## src/rtl/cr_kme_fifo_unpack_if.sv

```systemverilog
// Handshake bundle for the KME 256-to-64 unpacker.
// master = unpacker side, slave = FIFO/consumer side.
interface cr_kme_fifo_unpack_if;
    logic [255:0] in_data;
    logic         in_valid;
    logic         in_ack;
    logic [63:0]  out_data;
    logic         out_valid;
    logic         out_ready;
    logic         out_last;
    logic [1:0]   out_beat;
    logic [15:0]  word_cnt;

    modport master (
        input  in_data,
        input  in_valid,
        input  out_ready,
        output in_ack,
        output out_data,
        output out_valid,
        output out_last,
        output out_beat,
        output word_cnt
    );

    modport slave (
        output in_data,
        output in_valid,
        output out_ready,
        input  in_ack,
        input  out_data,
        input  out_valid,
        input  out_last,
        input  out_beat,
        input  word_cnt
    );
endinterface

```

## src/rtl/cr_kme_fifo_unpack.sv

```systemverilog
// Pops 256-bit words from the KME staging FIFO and replays them as 4x64-bit beats.
// Optional byte reversal per beat: CR_KME_FIFO_UNPACK_BSWAP_EN.
module cr_kme_fifo_unpack (
    input  logic                clk,
    input  logic                rst,
    cr_kme_fifo_unpack_if.master bus
);
    typedef enum logic {
        EMPTY = 1'b0,
        HOLD  = 1'b1
    } state_t;

    state_t       r_state;
    state_t       w_state_nxt;
    logic [255:0] r_hold;
    logic [1:0]   r_beat;
    logic [1:0]   w_beat_nxt;
    logic [15:0]  r_word_cnt;
    logic         w_accept;
    logic         w_last;
    logic         w_ack;
    logic         w_load;
    logic [63:0]  w_slice;
    logic [63:0]  w_out;

    assign w_last   = (r_beat == 2'd3);
    assign w_accept = (r_state == HOLD) & bus.out_ready;
    // Pop while empty, or in the same cycle the last beat leaves, so words stream bubble-free.
    assign w_ack    = ~rst & bus.in_valid &
                      ((r_state == EMPTY) | (w_accept & w_last));

    always_comb begin
        w_state_nxt = r_state;
        w_beat_nxt  = r_beat;
        w_load      = 1'b0;
        unique case (r_state)
            EMPTY: begin
                if (w_ack) begin
                    w_state_nxt = HOLD;
                    w_load      = 1'b1;
                    w_beat_nxt  = 2'd0;
                end
            end
            HOLD: begin
                if (w_accept) begin
                    if (!w_last) begin
                        w_beat_nxt = r_beat + 2'd1;
                    end else begin
                        w_beat_nxt = 2'd0;
                        if (w_ack) begin
                            w_load = 1'b1;
                        end else begin
                            w_state_nxt = EMPTY;
                        end
                    end
                end
            end
            default: begin
                w_state_nxt = EMPTY;
            end
        endcase
    end

    always_ff @(posedge clk or posedge rst) begin
        if (rst) begin
            r_state <= EMPTY;
        end else begin
            r_state <= w_state_nxt;
        end
    end

    always_ff @(posedge clk or posedge rst) begin
        if (rst) begin
            r_beat     <= 2'd0;
            r_hold     <= '0;
            r_word_cnt <= 16'd0;
        end else begin
            r_beat <= w_beat_nxt;
            if (w_load) begin
                r_hold <= bus.in_data;
            end
            if (w_accept & w_last) begin
                r_word_cnt <= r_word_cnt + 16'd1;
            end
        end
    end

    assign w_slice = r_hold[{r_beat, 6'd0} +: 64];

`ifdef CR_KME_FIFO_UNPACK_BSWAP_EN
    genvar g;
    for (g = 0; g < 8; g++) begin : g_bswap
        assign w_out[8*g +: 8] = w_slice[8*(7-g) +: 8];
    end
`else
    assign w_out = w_slice;
`endif

    assign bus.in_ack    = w_ack;
    assign bus.out_data  = w_out;
    assign bus.out_valid = (r_state == HOLD);
    assign bus.out_last  = w_last;
    assign bus.out_beat  = r_beat;
    assign bus.word_cnt  = r_word_cnt;
endmodule

```

## src/flat_wrapper.sv

```systemverilog
// flat-port wrapper written by rule: the top's interface ports become plain ports
module cr_kme_fifo_unpack_flat 
  (clk, rst, bus_in_data, bus_in_valid, bus_out_ready, bus_in_ack, bus_out_data, bus_out_valid, bus_out_last, bus_out_beat, bus_word_cnt);
  cr_kme_fifo_unpack_if bus_i ();
  input  logic clk;
  input  logic rst;
  input wire logic [$bits(bus_i.in_data)-1:0] bus_in_data;
  input wire logic [$bits(bus_i.in_valid)-1:0] bus_in_valid;
  input wire logic [$bits(bus_i.out_ready)-1:0] bus_out_ready;
  output wire logic [$bits(bus_i.in_ack)-1:0] bus_in_ack;
  output wire logic [$bits(bus_i.out_data)-1:0] bus_out_data;
  output wire logic [$bits(bus_i.out_valid)-1:0] bus_out_valid;
  output wire logic [$bits(bus_i.out_last)-1:0] bus_out_last;
  output wire logic [$bits(bus_i.out_beat)-1:0] bus_out_beat;
  output wire logic [$bits(bus_i.word_cnt)-1:0] bus_word_cnt;
  assign bus_i.in_data = bus_in_data;
  assign bus_i.in_valid = bus_in_valid;
  assign bus_i.out_ready = bus_out_ready;
  assign bus_in_ack = bus_i.in_ack;
  assign bus_out_data = bus_i.out_data;
  assign bus_out_valid = bus_i.out_valid;
  assign bus_out_last = bus_i.out_last;
  assign bus_out_beat = bus_i.out_beat;
  assign bus_word_cnt = bus_i.word_cnt;
  cr_kme_fifo_unpack u_core (.clk(clk), .rst(rst), .bus(bus_i));
endmodule
```

## config.mk

```make
export PLATFORM = sky130hd
export DESIGN_NAME = cr_kme_fifo_unpack_flat
export DESIGN_NICKNAME = d
export VERILOG_FILES = /design/src/rtl/cr_kme_fifo_unpack_if.sv /design/src/rtl/cr_kme_fifo_unpack.sv /design/src/flat_wrapper.sv
export SDC_FILE = /design/constraint.sdc
export NUM_CORES = 1
export LEC_CHECK = 0
export ABC_AREA = 1
export BUFFER_PORTS_ARGS = -buffer_cell sky130_fd_sc_hd__buf_2
export CAP_MARGIN = 20
export CORE_UTILIZATION = 50
export DETAILED_ROUTE_END_ITERATION = 8
export GPL_ROUTABILITY_DRIVEN = 0
export HOLD_SLACK_MARGIN = 0.06
export PLACE_DENSITY_LB_ADDON = 0.05
export SYNTH_ARGS = -nofsm -noshare
export SYNTH_HDL_FRONTEND = slang
export SYNTH_SLANG_ARGS = --single-unit
export TNS_END_PERCENT = 50
```

## constraint.sdc

```tcl
create_clock -name clk -period 21.6 [get_ports clk]
set_input_delay 2.16 -clock clk [delete_from_list [all_inputs] [get_ports clk]]
set_output_delay 2.16 -clock clk [all_outputs]
set_load 0.005 [all_outputs]
```

=== Word level (Yosys, flattened, before mapping) ===
Index checks and enable logic that the tools add are counted.

* Shifts and indexed selects: 1
* Bitwise gates (word level): 7
* $add $sub $neg: 2
* Div/mod/pow operators: 0
* Eq/ne operators: 3
* Order comparisons: 0
* Reductions and logical operators: 1
* Muxes and demuxes: 11
* Multiply operators: 0

{| class="wikitable"
|+ Operators with widths
! cell !! number
|-
| $shiftx A256 B9 Y64 || 1
|-
| $add A16 B1 Y16 const B || 1
|-
| $mux W2 || 3
|-
| $mux W1 || 5
|-
| $and A1 B1 Y1 || 4
|-
| $ne A2 B2 Y1 const B || 2
|-
| $pmux W1 S2 || 2
|-
| $pmux W2 S2 || 1
|-
| $add A2 B1 Y2 const B || 1
|-
| $eq A2 B2 Y1 const B || 1
|-
| $not A1 Y1 || 2
|-
| $reduce_and A2 Y1 || 1
|-
| $or A1 B1 Y1 || 1
|}

* Register bits after elaboration: 275
* Input port bits: 260
* Output and inout port bits: 85
* Memories: 0
* Memory bits (read-only): 0
* Bits in latches: 0
* Bits in writable memories: 0
* Logic and storage cells: 29

=== Logic depth before layout (Yosys ltp) ===
Gate-level depths: netlist of the first run.

* Depth in word-level cells: 8
* Mapped depth: 9
* Gate-level depth less buffers: 8

=== Worst setup path before layout of the first run ===
OpenSTA, ideal clock, no wires.

* Path kind: in2out
* From: input port bus_out_ready
* To: output port bus_in_ack
* Required time: 19,440 ps
* Data arrival time: 2,715 ps
* Path slack: 16,725 ps
* Stages on the path: 5
* Buffers on the path: 1
* Path through: nand3_2 -> nand2_1 -> nand2_2 -> inv_2 -> buf_2

* Word-level cells in the longest chain between the ends: 4

{| class="wikitable"
|+ RTL lines
! what !! line !! text
|-
| start, declared || flat_wrapper.sv:9 || <nowiki>input wire logic [$bits(bus_i.out_ready)-1:0] bus_out_ready;</nowiki>
|-
| $and A1 B1 Y1 || cr_kme_fifo_unpack.sv:27 || <nowiki>assign w_accept = (r_state == HOLD) & bus.out_ready;</nowiki>
|-
| $and A1 B1 Y1 || cr_kme_fifo_unpack.sv:30 || <nowiki>((r_state == EMPTY) | (w_accept & w_last));</nowiki>
|-
| $or A1 B1 Y1 || cr_kme_fifo_unpack.sv:30 ||
|-
| $and A1 B1 Y1 || cr_kme_fifo_unpack.sv:29 || <nowiki>assign w_ack = ~rst & bus.in_valid &</nowiki>
|-
| end, declared || flat_wrapper.sv:10 || <nowiki>output wire logic [$bits(bus_i.in_ack)-1:0] bus_in_ack;</nowiki>
|}

No other way between the ends.

=== Final worst setup path of the first run ===
Ends and elaborated chain as after synthesis.

==> results.txt, run 1 <==
Reg2Reg Setup Slack = 17.91 ns
skew final = 0.0147 ns
number of buffers and inverters on the critical path = 3
Post-Syn Nets = 1814
# setup viols final = 0
clock root buffer = sky130_fd_sc_hd__clkbuf_16
post-cts hold buffer count = 0
filler cell count in the final layout = 2214
most frequent cells after synthesis = sky130_fd_sc_hd__nand2_1, sky130_fd_sc_hd__dfrtp_1, sky130_fd_sc_hd__nor2_1, sky130_fd_sc_hd__o21ai_0, sky130_fd_sc_hd__o22ai_1
Synth Area per Inst = 7.89 sq um
iteration-0 DRC count of the detailed router = 1050
layout-stage area growth over the synthesis result = 22.7%
detailed placement HPWL = 21.3 mm
static power due to leakage = 8.30 nW
Die X-Extent = 158 microns
cell area reported after detailed placement = 14000 sq um
primary flip-flop cell chosen by synthesis mapping = sky130_fd_sc_hd__dfrtp_1
final core area utilization = 63.3%
cell with the largest stage delay on the worst path = sky130_fd_sc_hd__inv_6
worst hold-check path type = flip-flop to flip-flop
Slew @ Worst Pin = 1.03 ns
async set-reset flop share out of synthesis = 100%
hold violation total from the final report = 0
Reg area = 6890 sq um
share of final-layout standard cells stronger than drive strength 1 = 22.4%
post-detailed-route wirelength per cell = 15.6 microns
ports placed on the boundary = 345
clock insertion delay at the later pin of the skew report = 0.56 ns
global-route wire length before repair = 53.6 mm
r2r worst-path depth = 8
Area contributors post-synth = sky130_fd_sc_hd__dfrtp_1, sky130_fd_sc_hd__nand2_1, sky130_fd_sc_hd__o21ai_0
clock tree from TritonCTS = yes
detailed-route vias per instance = 5.11
clock tree buffer depth = 3
area of the die = 25100 sq um
number of flops mapped to enable cells by yosys = 0
upper clock frequency limit = 161 MHz
number of antenna-violating nets in the routed design = 0
Clk pwr share = 24.2%
internal power consumption = 1.37 mW
count of pins over their slew limit = 0
Distinct cells, synth = 21
Total Power = 2.18 mW
via count of the first global-routing pass = 10.7k
vias post-DR = 11.2k
grt ovf = 0
stages on the worst setup path = 6
number of buffers created by CTS = 31
clock transition at the registers of the reported paths = 0.06 ns
critical register-to-register path endpoint = u_core.r_hold[69]
standard cell core area = 23800 sq um
critical path class = input pin to output port
combined area of all synthesized cells = 12200 sq um
vertical die dimension = 158 microns
startpoint type of the worst setup path = input pin
unrepaired setup endpoints after global routing = false
run status = completed
standard-cell rows = 56
reg-to-reg critical path startpoint = u_core.bus.out_beat[0]
Net Sw Power = 0.812 mW
Sw Ratio = 37.2%
critical path required time = 19.44 ns
total of warnings raised by yosys = 0
Synth area leader = sky130_fd_sc_hd__dfrtp_1
number of buffer cells added on primary ports = 344
CTS H-tree lvls = 1
critical path cell sequence = buf_2, nand3_2, nand2_1, nand2_8, inv_6, buf_2
relative contribution of combinational cells to total power = 36.0%
hold path startpoint = u_core.r_hold[70]
maximum number of pins on one net before global-route repair = 128
number of standard cells after synthesis = 1552
Final Instance Area = 15000 sq um
Max-slew headroom = 31.3%
post-CTS setup repair buffer count = 0
starting density of the core = 51.5%
share of power burned in registers = 39.7%
post-route setup TNS = 0 ns
Hold Path End = u_core.r_hold[70]
power density normalized to cell area = 145 nW/um^2
CP dominant cell by count = sky130_fd_sc_hd__buf_2
number of nets in the final layout = 2103
total routing resource utilization after global routing = 27.1%
max_cap viols = 0
Synth top area share = 56.2%
total iterations of the first detailed-routing run = 5
post-cts gate resize count = 0
period utilization = 28.8%
FF+latch count, synth = 275
antenna violations before repair = 5
count of unresolved DRC violations after routing = 0
total detailed-routing wirelength = 34.1 mm
kind of capture point of the worst setup path = output port
largest fanout on the critical path = 97
area of combinational cells with multiple inputs = 4810 sq um
maximum single-stage delay on the critical path = 0.61 ns
cell with the most instances after synthesis = sky130_fd_sc_hd__nand2_1
maximum vdd drop = 0.0806 mV
CTS sink cnt = 275
dominant delay contributor by cell family on the critical path = buffers and inverters
Hold Path Stages = 2
sequential-to-total area share from yosys stat = 56.2%
crit path DAT = 4.05 ns
time the worst path needs with I/O delays and setup = 6.21 ns
-- layout make-up --
type                    count  share of cell area, %
well taps                 319                   2.66
inverters                  16                  0.500
clock inverters            12                  0.783
repair buffers            354                   12.0
flip-flops and latches    275                   45.8
clock buffers              44                   6.15
diodes                      4                 0.0666
multi-input cells        1163                   32.0
-- layer usage --
layer  share of wire [%]  GRT usage [%]  vias to the layer above
li1                    -              -                     5457
met1                  43           36.4                     5244
met3                 6.4           4.38                       74
met2                  46           44.2                      395
met4                 3.7           10.5                        2
met5               0.038              0                        -
-- registers in the layout, summed over array words and instances, names as in the netlist --
name	flops
u_core.bus.out_beat	2
u_core.bus.out_valid	1
u_core.r_hold	256
u_core.bus.word_cnt	16
-- cells in the final DEF, fill, tap and decap left out --
master,instances
sky130_fd_sc_hd__clkinv_2,8
sky130_fd_sc_hd__buf_4,10
sky130_fd_sc_hd__nor3_1,2
sky130_fd_sc_hd__inv_8,1
sky130_fd_sc_hd__buf_2,344
sky130_fd_sc_hd__nand3_1,3
sky130_fd_sc_hd__nor2_2,2
sky130_fd_sc_hd__clkinv_4,1
sky130_fd_sc_hd__xor2_1,7
sky130_fd_sc_hd__nand3_2,1
sky130_fd_sc_hd__inv_4,1
sky130_fd_sc_hd__o22ai_1,64
sky130_fd_sc_hd__nand2_8,1
sky130_fd_sc_hd__inv_1,12
sky130_fd_sc_hd__inv_2,1
sky130_fd_sc_hd__dfrtp_2,1
sky130_fd_sc_hd__o21ai_0,132
sky130_fd_sc_hd__dfrtp_1,273
sky130_fd_sc_hd__diode_2,4
sky130_fd_sc_hd__clkbuf_1,3
sky130_fd_sc_hd__nand3b_1,2
sky130_fd_sc_hd__inv_6,2
sky130_fd_sc_hd__nand4_1,4
sky130_fd_sc_hd__clkbuf_16,31
sky130_fd_sc_hd__nand2_1,796
sky130_fd_sc_hd__ha_1,2
sky130_fd_sc_hd__dfrtp_4,1
sky130_fd_sc_hd__xnor2_1,4
sky130_fd_sc_hd__clkbuf_8,10
sky130_fd_sc_hd__nor2_1,143
sky130_fd_sc_hd__bufinv_16,2
-- how the worst max path moves through the flow --
stage                              from                     end
final                     bus_out_ready              bus_in_ack
after global routing      bus_out_ready              bus_in_ack
after CTS                 bus_out_ready              bus_in_ack
after detailed placement  bus_out_ready              bus_in_ack
after global placement    bus_out_ready              bus_in_ack
after floorplan                     rst  u_core.bus.out_beat[0]
-- cells by family after synthesis --
kind of cell	after synthesis	share of synthesized area [%]
simple gates	954	29.6
flops	275	56.2
compound gates	196	8.67
buf+inv	114	4.58
xor+xnor	11	0.787
fa+ha+maj	2	0.204
-- power by group through the flow --
stage	Sequential [mW]	Combinational, mW	Clock, mW
after floorplan	0.833	0.529	0
after global placement	0.863	0.779	0
after detailed placement	0.869	0.790	0
after CTS	0.865	0.794	0.538
after global routing	0.893	0.898	0.561
final	0.867	0.786	0.529
-- per-stage QoR --
step / worst slack [ns] / instances / hold slack (ns)
floorplan: 11.86 / 1552 / 0.444
global placement: 15.43 / 2127 / 0.456
detailed placement: 15.40 / 2127 / 0.459
CTS: 15.40 / 2183 / 0.475
global route: 15.21 / 2186 / 0.484
finish: 15.39 / 2187 / 0.470
-- tightest hold or removal path, stage by stage (launching register included) --
cell and delay [ns]:
sky130_fd_sc_hd__dfrtp_1 0.33, sky130_fd_sc_hd__nand2_1 0.05, sky130_fd_sc_hd__nand2_1 0.06
Power figures use the tool's default switching activity.
==> inputs of run 2 (changes only) <==
Clock period 21.6 ns to 6.46 ns, I/O delays scaled along.
==> run 2 against run 1 <==
  * Register-to-register slack lost 16 ns
  * Sequential power grew to 3.4 times the previous value
  * Clock skew shrank 0.0043 ns
  * Clock power grew to 3.2 times the previous value
  * Power grew to 3.3 times the previous value
  * First-iteration DRC count grew 5.0%
  * Core utilization shrank 0.25 points
==> results.txt, run 2 (synthesized netlist as in run 1, its figures left out) <==
layout-stage area growth over the synthesis result = 22.2%
Reg2Reg Setup Slack = 2.33 ns (-15.58 ns)
static power due to leakage = 8.24 nW (-0.64%)
commonest non-fill, non-tap cell in the layout = sky130_fd_sc_hd__nand2_1
critical path required time = 5.81 ns (-13.63 ns)
crit path DAT = 3.87 ns (-0.18 ns)
max_cap viols = 0 (unchanged)
unrepaired setup endpoints after global routing = false
post-cts gate resize count = 0 (unchanged)
detailed placement HPWL = 20.8 mm (-2.3%)
worst hold-check path type = input pin to async pin
startpoint type of the worst setup path = flip-flop
grt ovf = 0 (unchanged)
launch point of the critical path = u_core.bus.out_beat[0]
number of nets in the final layout = 2102 (-0.048%)
total iterations of the first detailed-routing run = 7 (+2)
Max-slew headroom = 25.2% (-6.0 points)
CTS sink cnt = 275 (unchanged)
clock tree buffer depth = 3 (unchanged)
post-placement cell count = 2126 (-0.047%)
time the worst path needs with I/O delays and setup = 4.51 ns
vias post-DR = 11.1k (-0.32%)
post-route setup TNS = 0 ns (unchanged)
cell with the largest stage delay on the worst path = sky130_fd_sc_hd__inv_6
number of buffers and inverters on the critical path = 2 (-1)
hold violation total from the final report = 0 (unchanged)
run status = completed
stages on the worst setup path = 6 (unchanged)
standard cell core area = 23800 sq um (unchanged)
Most flops, register = u_core.r_hold
global-route wire length before repair = 53.7 mm (+0.19%)
largest fanout on the critical path = 161 (+66%)
Critical path destination = bus_in_ack
Slew @ Worst Pin = 1.12 ns (+0.0903 ns)
post-detailed-route wirelength per cell = 15.6 microns (-0.16%)
number of buffers created by CTS = 31 (unchanged)
vertical die dimension = 158 microns (unchanged)
max FFs per register = 256 (unchanged)
standard-cell rows = 56 (unchanged)
upper clock frequency limit = 222 MHz
reg-to-reg critical path startpoint = u_core.bus.out_beat[0]
CTS H-tree lvls = 1 (unchanged)
critical register-to-register path endpoint = u_core.r_hold[80]
period utilization = 69.9%
count of pins over their slew limit = 0 (unchanged)
total routing resource utilization after global routing = 27.2% (+0.046 points)
count of unresolved DRC violations after routing = 0 (unchanged)
Die X-Extent = 158 microns (unchanged)
maximum number of pins on one net before global-route repair = 194 (+52%)
min setup slack post-route = 1.95 ns (-13.44 ns)
power density normalized to cell area = 482 nW/um^2 (+230%)
filler cell count in the final layout = 2159 (-2.5%)
total detailed-routing wirelength = 34.1 mm (about the same)
detailed-route vias per instance = 5.09 (-0.41%)
final core area utilization = 63.0% (-0.25 points)
dominant delay contributor by cell family on the critical path = buffers and inverters
area of the die = 25100 sq um (unchanged)
# setup viols final = 0 (unchanged)
r2r worst-path depth = 8 (unchanged)
iteration-0 DRC count of the detailed router = 1103 (+5.0%)
post-CTS setup repair buffer count = 0 (unchanged)
Final Instance Count excl. Fillers = 2189 (+0.091%)
Total Power = 7.21 mW (+230%)
post-cts hold buffer count = 0 (unchanged)
critical path class = flip-flop to output port
kind of capture point of the worst setup path = output port
clock transition at the registers of the reported paths = 0.06 ns (about the same)
ports placed on the boundary = 345 (unchanged)
number of antenna-violating nets in the routed design = 0 (unchanged)
maximum vdd drop = 0.264 mV (+230%)
number of buffer cells added on primary ports = 344 (unchanged)
clock tree from TritonCTS = yes
via count of the first global-routing pass = 10.8k (+1.3%)
starting density of the core = 51.5% (unchanged)
maximum single-stage delay on the critical path = 0.88 ns (+0.27 ns)
clock insertion delay at the later pin of the skew report = 0.54 ns (-0.02 ns)
Reg area = 6890 sq um (unchanged)
clock root buffer = sky130_fd_sc_hd__clkbuf_16
share of final-layout standard cells stronger than drive strength 1 = 21.9% (-0.48 points)
critical path cell sequence = ha_1, nand3_2, nand2_1, nand2_8, inv_6, buf_2
antenna violations before repair = 11 (+6)
area of combinational cells with multiple inputs = 4810 sq um (unchanged)
Place WS = 2.34 ns (-13.06 ns)
skew final = 0.0104 ns (-0.00430 ns)
commonest non-fill, non-tap cells in the layout = sky130_fd_sc_hd__nand2_1, sky130_fd_sc_hd__buf_2, sky130_fd_sc_hd__dfrtp_1
-- run 2: changes by cell type in the layout (fill, tap and decap cells not counted) --
cell / change
sky130_fd_sc_hd__buf_4: -2
sky130_fd_sc_hd__inv_6: -1
sky130_fd_sc_hd__bufinv_16: -1
sky130_fd_sc_hd__buf_12: +1
sky130_fd_sc_hd__diode_2: +7
sky130_fd_sc_hd__clkbuf_8: -3
sky130_fd_sc_hd__clkinv_2: -4
sky130_fd_sc_hd__clkinv_4: -1
sky130_fd_sc_hd__clkinvlp_4: +1
sky130_fd_sc_hd__clkbuf_1: +5
-- run 2: power by group --
part	total (mW)	switching, mW	internal, mW
logic	2.62	1.57	1.04
registers	2.92	0.445	2.47
clock network	1.68	0.683	0.994
total	7.21	2.70	4.51
-- run 2: worst reg2reg max path: stages (launching register included) --
cell                      delay (ns)
sky130_fd_sc_hd__dfrtp_4        0.79
sky130_fd_sc_hd__ha_1           0.31
sky130_fd_sc_hd__nand3_2        0.15
sky130_fd_sc_hd__nand2_1        0.21
sky130_fd_sc_hd__nand2_8        0.50
sky130_fd_sc_hd__inv_6          1.01
sky130_fd_sc_hd__buf_4          0.83
sky130_fd_sc_hd__nand2_1        0.17
sky130_fd_sc_hd__nand2_1        0.10
-- run 2: how the worst min path moves through the flow --
stage                        from                     end  slack (ns)  cells after the start
3_3_place_gp   u_core.r_hold[141]      u_core.r_hold[141]        0.46                      2
6_report                      rst    u_core.bus.out_valid        0.09                      2
5_1_grt                       rst  u_core.bus.word_cnt[3]        0.09                      2
3_5_place_dp   u_core.r_hold[113]      u_core.r_hold[113]        0.46                      2
4_1_cts                       rst    u_core.bus.out_valid        0.07                      2
2_1_floorplan  u_core.r_hold[100]      u_core.r_hold[100]        0.44                      2
-- run 2: through the flow --
stage	hold slack [ns]	instance area, sq um
after floorplan	0.444	12200
after global placement	0.457	14000
after detailed placement	0.459	14000
after CTS	0.0744	14900
after global routing	0.0864	15000
final	0.0883	15000
-- run 2: layout make-up --
class / instances / share of cell area [%]
sequential: 275 / 46.0
clock inverter: 6 / 0.410
timing repair buffer: 353 / 12.0
antenna: 11 / 0.184
multi-input combinational: 1163 / 32.2
clock buffer: 46 / 6.03
inverter: 16 / 0.477
tap: 319 / 2.67
-- run 2: metal layers --
| layer | vias up | global-route usage, % | share of wire (%) |
|---|---|---|---|
| li1 | 5455 | - | - |
| met1 | 5209 | 35.2 | 43 |
| met2 | 390 | 43.9 | 46 |
| met3 | 78 | 5.66 | 6.9 |
| met4 | 4 | 12.4 | 3.8 |
| met5 | - | 0 | 0.067 |
